==> src/rtl/mux_scan_ctrl_pkg.sv <==
// Shared types and constants for the 4:1 mux scan controller.
package mux_scan_ctrl_pkg;

  // Controller states; the encodings are fixed so they can be read on a debug bus.
  typedef enum logic [1:0] {
    StIdle   = 2'd0,
    StSettle = 2'd1,
    StDone   = 2'd2
  } scan_state_e;

  // Number of mux inputs scanned per snapshot.
  localparam int unsigned NumCh = 4;

  // Select value of the last channel in a scan.
  localparam logic [1:0] LastCh = 2'd3;

endpackage

==> src/rtl/mux_settle_cnt.sv <==
// Settle-time counter: synchronous clear, enable, wraps to zero on terminal count.
module mux_settle_cnt #(
  parameter int unsigned SETTLE_CYC = 2,
  parameter int unsigned CNT_W      = 2
) (
  input  logic clk,
  input  logic rst_n,
  input  logic clear,
  input  logic enable,
  output logic tc
);

  localparam logic [CNT_W-1:0] TcVal = CNT_W'(SETTLE_CYC - 1);

  logic [CNT_W-1:0] count_q, count_d;

  // Clear wins over enable; the count returns to zero on the terminal cycle.
  always_comb begin
    count_d = count_q;
    if (clear) begin
      count_d = '0;
    end else if (enable) begin
      count_d = (count_q == TcVal) ? '0 : count_q + CNT_W'(1);
    end
  end

  // Count register.
  always_ff @(posedge clk or negedge rst_n) begin
    if (!rst_n) begin
      count_q <= '0;
    end else begin
      count_q <= count_d;
    end
  end

  assign tc = (count_q == TcVal);

endmodule

==> src/rtl/mux_scan_ctrl.sv <==
// Scan controller for a 4:1 mux: steps the select, waits a settle time per channel,
// gathers one bit per channel and hands the 4-bit snapshot over a valid/ack handshake.
module mux_scan_ctrl #(
  parameter int unsigned SETTLE_CYC = 2,
  parameter int unsigned CNT_W      = 2
) (
  input  logic       clk,
  input  logic       rst_n,
  input  logic       start,
  input  logic       cont,
  input  logic       mux_q,
  output logic [1:0] sel,
  output logic [3:0] snapshot,
  output logic       valid,
  input  logic       ack,
  output logic       busy
);

  import mux_scan_ctrl_pkg::*;

  scan_state_e      state_q, state_d;
  logic [1:0]       sel_q, sel_d;
  logic [NumCh-1:0] shadow_q, shadow_d;
  logic [NumCh-1:0] snapshot_q, snapshot_d;
  logic             valid_q, valid_d;
  logic             busy_q, busy_d;
  logic             cnt_clr, cnt_en, cnt_tc;

  mux_settle_cnt #(
    .SETTLE_CYC (SETTLE_CYC),
    .CNT_W      (CNT_W)
  ) u_settle_cnt (
    .clk    (clk),
    .rst_n  (rst_n),
    .clear  (cnt_clr),
    .enable (cnt_en),
    .tc     (cnt_tc)
  );

  // Next-state logic for the scan sequence and the output registers.
  always_comb begin
    state_d    = state_q;
    sel_d      = sel_q;
    shadow_d   = shadow_q;
    snapshot_d = snapshot_q;
    valid_d    = valid_q;
    cnt_clr    = 1'b0;
    cnt_en     = 1'b0;
    unique case (state_q)
      StIdle: begin
        sel_d = '0;
        if (start) begin
          state_d = StSettle;
          cnt_clr = 1'b1;
        end
      end
      StSettle: begin
        cnt_en = 1'b1;
        if (cnt_tc) begin
          shadow_d[sel_q] = mux_q;
          if (sel_q != LastCh) begin
            sel_d = sel_q + 2'd1;
          end else begin
            // Last channel goes straight into the snapshot, not via the shadow.
            snapshot_d = {mux_q, shadow_q[2:0]};
            valid_d    = 1'b1;
            sel_d      = '0;
            state_d    = StDone;
          end
        end
      end
      StDone: begin
        if (valid_q && ack) begin
          valid_d = 1'b0;
          if (cont) begin
            state_d = StSettle;
            cnt_clr = 1'b1;
          end else begin
            state_d = StIdle;
          end
        end
      end
      default: begin
        state_d = StIdle;
      end
    endcase
    busy_d = (state_d != StIdle);
  end

  // State and output registers; every output comes straight from a flop.
  always_ff @(posedge clk or negedge rst_n) begin
    if (!rst_n) begin
      state_q    <= StIdle;
      sel_q      <= '0;
      shadow_q   <= '0;
      snapshot_q <= '0;
      valid_q    <= 1'b0;
      busy_q     <= 1'b0;
    end else begin
      state_q    <= state_d;
      sel_q      <= sel_d;
      shadow_q   <= shadow_d;
      snapshot_q <= snapshot_d;
      valid_q    <= valid_d;
      busy_q     <= busy_d;
    end
  end

  assign sel      = sel_q;
  assign snapshot = snapshot_q;
  assign valid    = valid_q;
  assign busy     = busy_q;

endmodule
==> config.mk <==
export PLATFORM = sky130hd
export DESIGN_NAME = mux_scan_ctrl
export DESIGN_NICKNAME = d
export VERILOG_FILES = /design/src/rtl/mux_scan_ctrl_pkg.sv /design/src/rtl/mux_settle_cnt.sv /design/src/rtl/mux_scan_ctrl.sv
export SDC_FILE = /design/constraint.sdc
export NUM_CORES = 1
export LEC_CHECK = 0
export BUFFER_PORTS_ARGS = -buffer_cell sky130_fd_sc_hd__buf_2
export CAP_MARGIN = 20
export CORE_UTILIZATION = 47
export DETAILED_ROUTE_END_ITERATION = 10
export HOLD_SLACK_MARGIN = 0.03
export PLACE_DENSITY = 0.72
export SLEW_MARGIN = 5
export SYNTH_ARGS = -nofsm -noshare
export SYNTH_HDL_FRONTEND = slang
export SYNTH_SLANG_ARGS = --single-unit
==> constraint.sdc <==
create_clock -name clk -period 1.4 [get_ports clk]
set_clock_uncertainty 0.2 [all_clocks]
set_input_delay 0.28 -clock clk [delete_from_list [all_inputs] [get_ports clk]]
set_output_delay 0.28 -clock clk [all_outputs]
set_load 0.005 [all_outputs]
Yosys cells after proc, flatten, opt, wreduce, memory -nomap -nowiden
Index checks and enable logic that the tools add are counted.

Word-level logic and storage cells: 54. Flip-flop bits (word level): 16. Input bits: 6. Output and inout port bits: 8.

Bitwise logic cells: 1. Reduce and logical (&&, ||, !) cells: 11. Add/sub/neg operators: 2. Equal/unequal tests: 7. Mux-type cells: 24. Order comparisons: 2.

Operators by type and width (number): $mux 2 (9); $mux 1 (9); $ne 2x2->1 const B (4); $reduce_bool 2->1 (4); $pmux 2 s3 (1); $add 2x1->2 const B (2); $bwmux 4 (1); $eq 2x1->1 const B (2); $pmux 1 s2 (2); $pmux 2 s2 (1); $reduce_and 2->1 (2); $reduce_and 4->1 (1); $lt 2x3->1 const B (1); $reduce_and 3->1 (1); $demux 1 s2 (1); $eq 2x2->1 const B (1); $ge 2x1->1 const B (1); $logic_and 1x1->1 (2); $logic_not 2->1 (1); $not 1->1 (1).

Depth between registers and ports, before layout
Depth after elaboration: 5. Gate-level depth with buffers: 4.

Cells and area by module
From an unflattened synthesis, not the netlist that was laid out.

Cell total of the unflattened synthesis: 62. Area total of the unflattened synthesis: 783.3 sq um.

By module, submodules not included: mux_scan_ctrl (cells each 55, instances 1, area each 703.2 sq um); mux_settle_cnt (cells each 7, instances 1, area each 80.1 sq um).

Worst setup path before layout
No wires, ideal clock.

Path type: reg2reg. Start: register sel_q[0], in the netlist sel[0]. End: register snapshot_q[3], in the netlist snapshot[3]. Slack: -0.165 ns. Clock period less this slack: 1.565 ns. Data arrival time: 1.240 ns. Stages on the path, launching flop included: 5. Required time: 1.075 ns. Cell sequence: dfrtp_1 ha_1 nand4b_2 nor2_4 mux2_2.

Word-level cells in the longest chain between the ends: 3.

Ends and longest elaborated chain: start: declaration (line mux_scan_ctrl.sv:22) `logic [1:0] sel_q, sel_d;`; start signal: assignment (line mux_scan_ctrl.sv:101) `sel_q <= sel_d;`; $ne 2x2->1 (line mux_scan_ctrl.sv:61) `if (sel_q != LastCh) begin`; $not 1->1 (no line); $reduce_and 3->1 (no line); end signal: assignment (line mux_scan_ctrl.sv:103) `snapshot_q <= snapshot_d;`; end: declaration (line mux_scan_ctrl.sv:24) `logic [NumCh-1:0] snapshot_q, snapshot_d;`.

Every way passes these cells. A chain may end at the register's enable or synchronous reset.

Worst setup path after layout
Start: register sel_q[0], in the netlist sel[0]. End: register snapshot_q[2], in the netlist snapshot[2].

The elaborated chain is that of the path after synthesis.

==> key figures <==
Outcome
  • Outcome: complete, but fails checks
  • Failing checks: negative setup slack

Route
  • Routed WL per cell: 12.5 um
  • Drt pass-1 iters: 2
  • Vias: 570
  • Post-DRT Antenna Nets: 0
  • Initial DRC Count: 2
  • Number of remaining DRC errors: 0
  • Vias per Instance: 5.28
  • Drt total wl: 1.36 mm

Logic synthesis
  • Post-synthesis sequential area ratio: 50.3%
  • Ys Warns: 0
  • Register bit total from synthesis: 15
  • Post-synth top area cell: dfrtp_1
  • Synth Instances: 64
  • Number of synthesized flops with an enable pin: 0
  • Ys async rst share: 100%
  • Most frequent cell after synthesis: dfrtp_1
  • Avg Inst Size Synth: 11.7 um2
  • Cell area after synthesis: 747 um2
  • Ys flop type: dfrtp_1
  • Area contributors post-synth: dfrtp_1 50%, ha_1 6.7%, mux2_2 6.0%
  • Synth unique cells: 26
  • Syn_nets: 74
  • Top cell type's share of synthesized area: 50.3%
  • Most frequent cells after synthesis: 15 x dfrtp_1, 6 x nand2_1, 5 x inv_1, 5 x o21ai_0

Global routing
  • First-pass GRT wire length: 2.44 mm
  • Initial antenna violation count: 0
  • Vias in the first global route: 556
  • GRT Total Usage: 18.9%
  • GRT overflow: 0
  • Largest net degree at the start of global routing: 16

Worst setup path
  • Critical Path AT: 1480 ps
  • CP Class: register to register
  • Worst Setup End Kind: register
  • Crit path max fanout: 5
  • WP data required: 1390 ps
  • CP startpoint kind: register

CTS
  • CTS buffer count: 3
  • Clk slew on worst S/H paths: 100 ps
  • Root Driver: clkbuf_4
  • Skew-Pair Late Insertion Delay: 300 ps
  • Clk sinks: 15
  • CTS tree: done
  • Max clock buf depth: 2
  • CTS H-Tree Depth: 1

Finish
  • Layout cells sized above 1: 51.1%
  • Layout Nets: 103
  • Layout area overhead: 32.0%
  • Ant. Diodes: 0
  • Utilization after layout: 66.2%
  • Final Cell Area: 986 um2

Floorplan
  • Die height: 41.9 um
  • Die width: 41.9 um
  • Core footprint: 0.00149 mm2
  • Die area: 0.00175 mm2
  • Initial core utilization: 50.2%
  • I/O Pins: 14
  • Row count: 14

STA
  • Worst-Margin Slew: 327 ps
  • Final period util: 106%
  • RSZ-0062 raised after global routing: yes
  • Setup-failing EPs final: 10
  • Setup TNS: -672 ps
  • Max Fclk: 0.672 GHz
  • Slew margin rel.: 78.2%
  • Pins Over Slew Limit: 0
  • Hold Fails Final Rpt: 0
  • Final WS setup: -88.4 ps
  • Final Critical Period: 1490 ps

Power
  • Internal power: 1.26 mW
  • Max VDD drop: 984 uV
  • Flop pwr share: 38.8%
  • Switching power: 668 uW
  • Switching Share: 34.6%
  • Pwr Total: 1.93 mW
  • Gate power share: 47.9%
  • Power Dens Cells: 1960 mW/mm2
  • Leak: 0.485 nW
  • Clock power share: 13.3%

Placement
  • Placed Area: 911 um2
  • Hpwl dp: 1.02 mm
  • IO Port Bufs: 13
  • Placement-stage worst setup slack: -111 ps
  • Routability cong.: 0.691

Flow run
  • Number of max-cap violations: 0

Worst hold path
  • HP Class: primary input to register
power by group through the flow:
stage | clock network (mW) | registers [mW] | logic, mW
CTS | 0.262 | 0.751 | 0.912
global route | 0.283 | 0.774 | 1.04
finish | 0.257 | 0.749 | 0.924
global placement | 0 | 0.732 | 0.871
detailed placement | 0 | 0.742 | 0.896
floorplan | 0 | 0.752 | 0.523
registers in the layout, summed over array words and instances, names as in the netlist:
name	cells
sel	2
valid	1
state_q	2
busy	1
shadow_q	3
snapshot	4
u_settle_cnt.count_q	2
cells by family after synthesis:
kind of cell / count (synthesis) / synth area share (%)
fa+ha+maj: 4 / 6.70
simple gates: 18 / 15.6
mux: 7 / 12.1
flops: 15 / 50.3
compound gates: 13 / 11.2
buf+inv: 7 / 4.19
cells in the final DEF (no fill, tap or decap), types with 2 or more instances in the layout:
cell      instances
buf_2            13
mux2_4            3
buf_4            11
mux2_2            4
dfrtp_1          14
inv_1             4
o21ai_0           5
nand2_1           4
nor2_1            4
nand2_2           2
ha_1              2
clkbuf_4          3
metrics by stage:
step	cells	hold WS, ps
after floorplan	64	-216
after global placement	101	-5.83
after detailed placement	101	0.577
after CTS	107	64.5
after global routing	108	79.9
final	108	66.2
metal layers:
layer / share of wire [%] / up-vias / global-route usage [%]
li1: - / 278 / -
met1: 44 / 275 / 22.9
met2: 50 / 14 / 31.6
met3: 3.2 / 3 / 3.91
met4: 2.5 / 0 / 9.68
met5: 0 / - / 0
worst max-delay path, cell delays in order (launching register included):
cell and delay (ps):
dfrtp_1 400, ha_4 160, nand4b_4 120, nor2_4 160, mux2_2 350
worst paths after layout:
path                                         start                       to  slack (ps)  cells after the start
hold / removal                               mux_q  shadow_q[1]$_DFFE_PN0P_          70                      2
setup / recovery                sel[0]$_DFFE_PN0P_  snapshot[2]$_DFFE_PN0P_         -90                      4
max in group asynchronous                    rst_n     state_q[0]$_DFF_PN0_         540                      2
hold reg to reg            snapshot[1]$_DFFE_PN0P_  snapshot[1]$_DFFE_PN0P_         310                      1
min in group asynchronous                    rst_n  shadow_q[1]$_DFFE_PN0P_         200                      2
setup reg to reg                sel[0]$_DFFE_PN0P_  snapshot[2]$_DFFE_PN0P_         -90                      4
cell type report:
type                    count  area (um2)
fillers                   130         503
flip-flops and latches     15         377
multi-input cells          42         374
repair buffers             26         169
clock buffers               3        22.5
well taps                  16        20.0
inverters                   5        18.8
clock inverters             1        5.00
what timing repair did:
action	in CTS	in global routing
setup buffers	2	1
hold endpoints to repair	15	0
hold buffers	1	0
gates resized for setup	2	4
endpoints found under the setup margin	11	13
pin swaps	1	2
No activity file was read; power rests on OpenSTA's default activity.
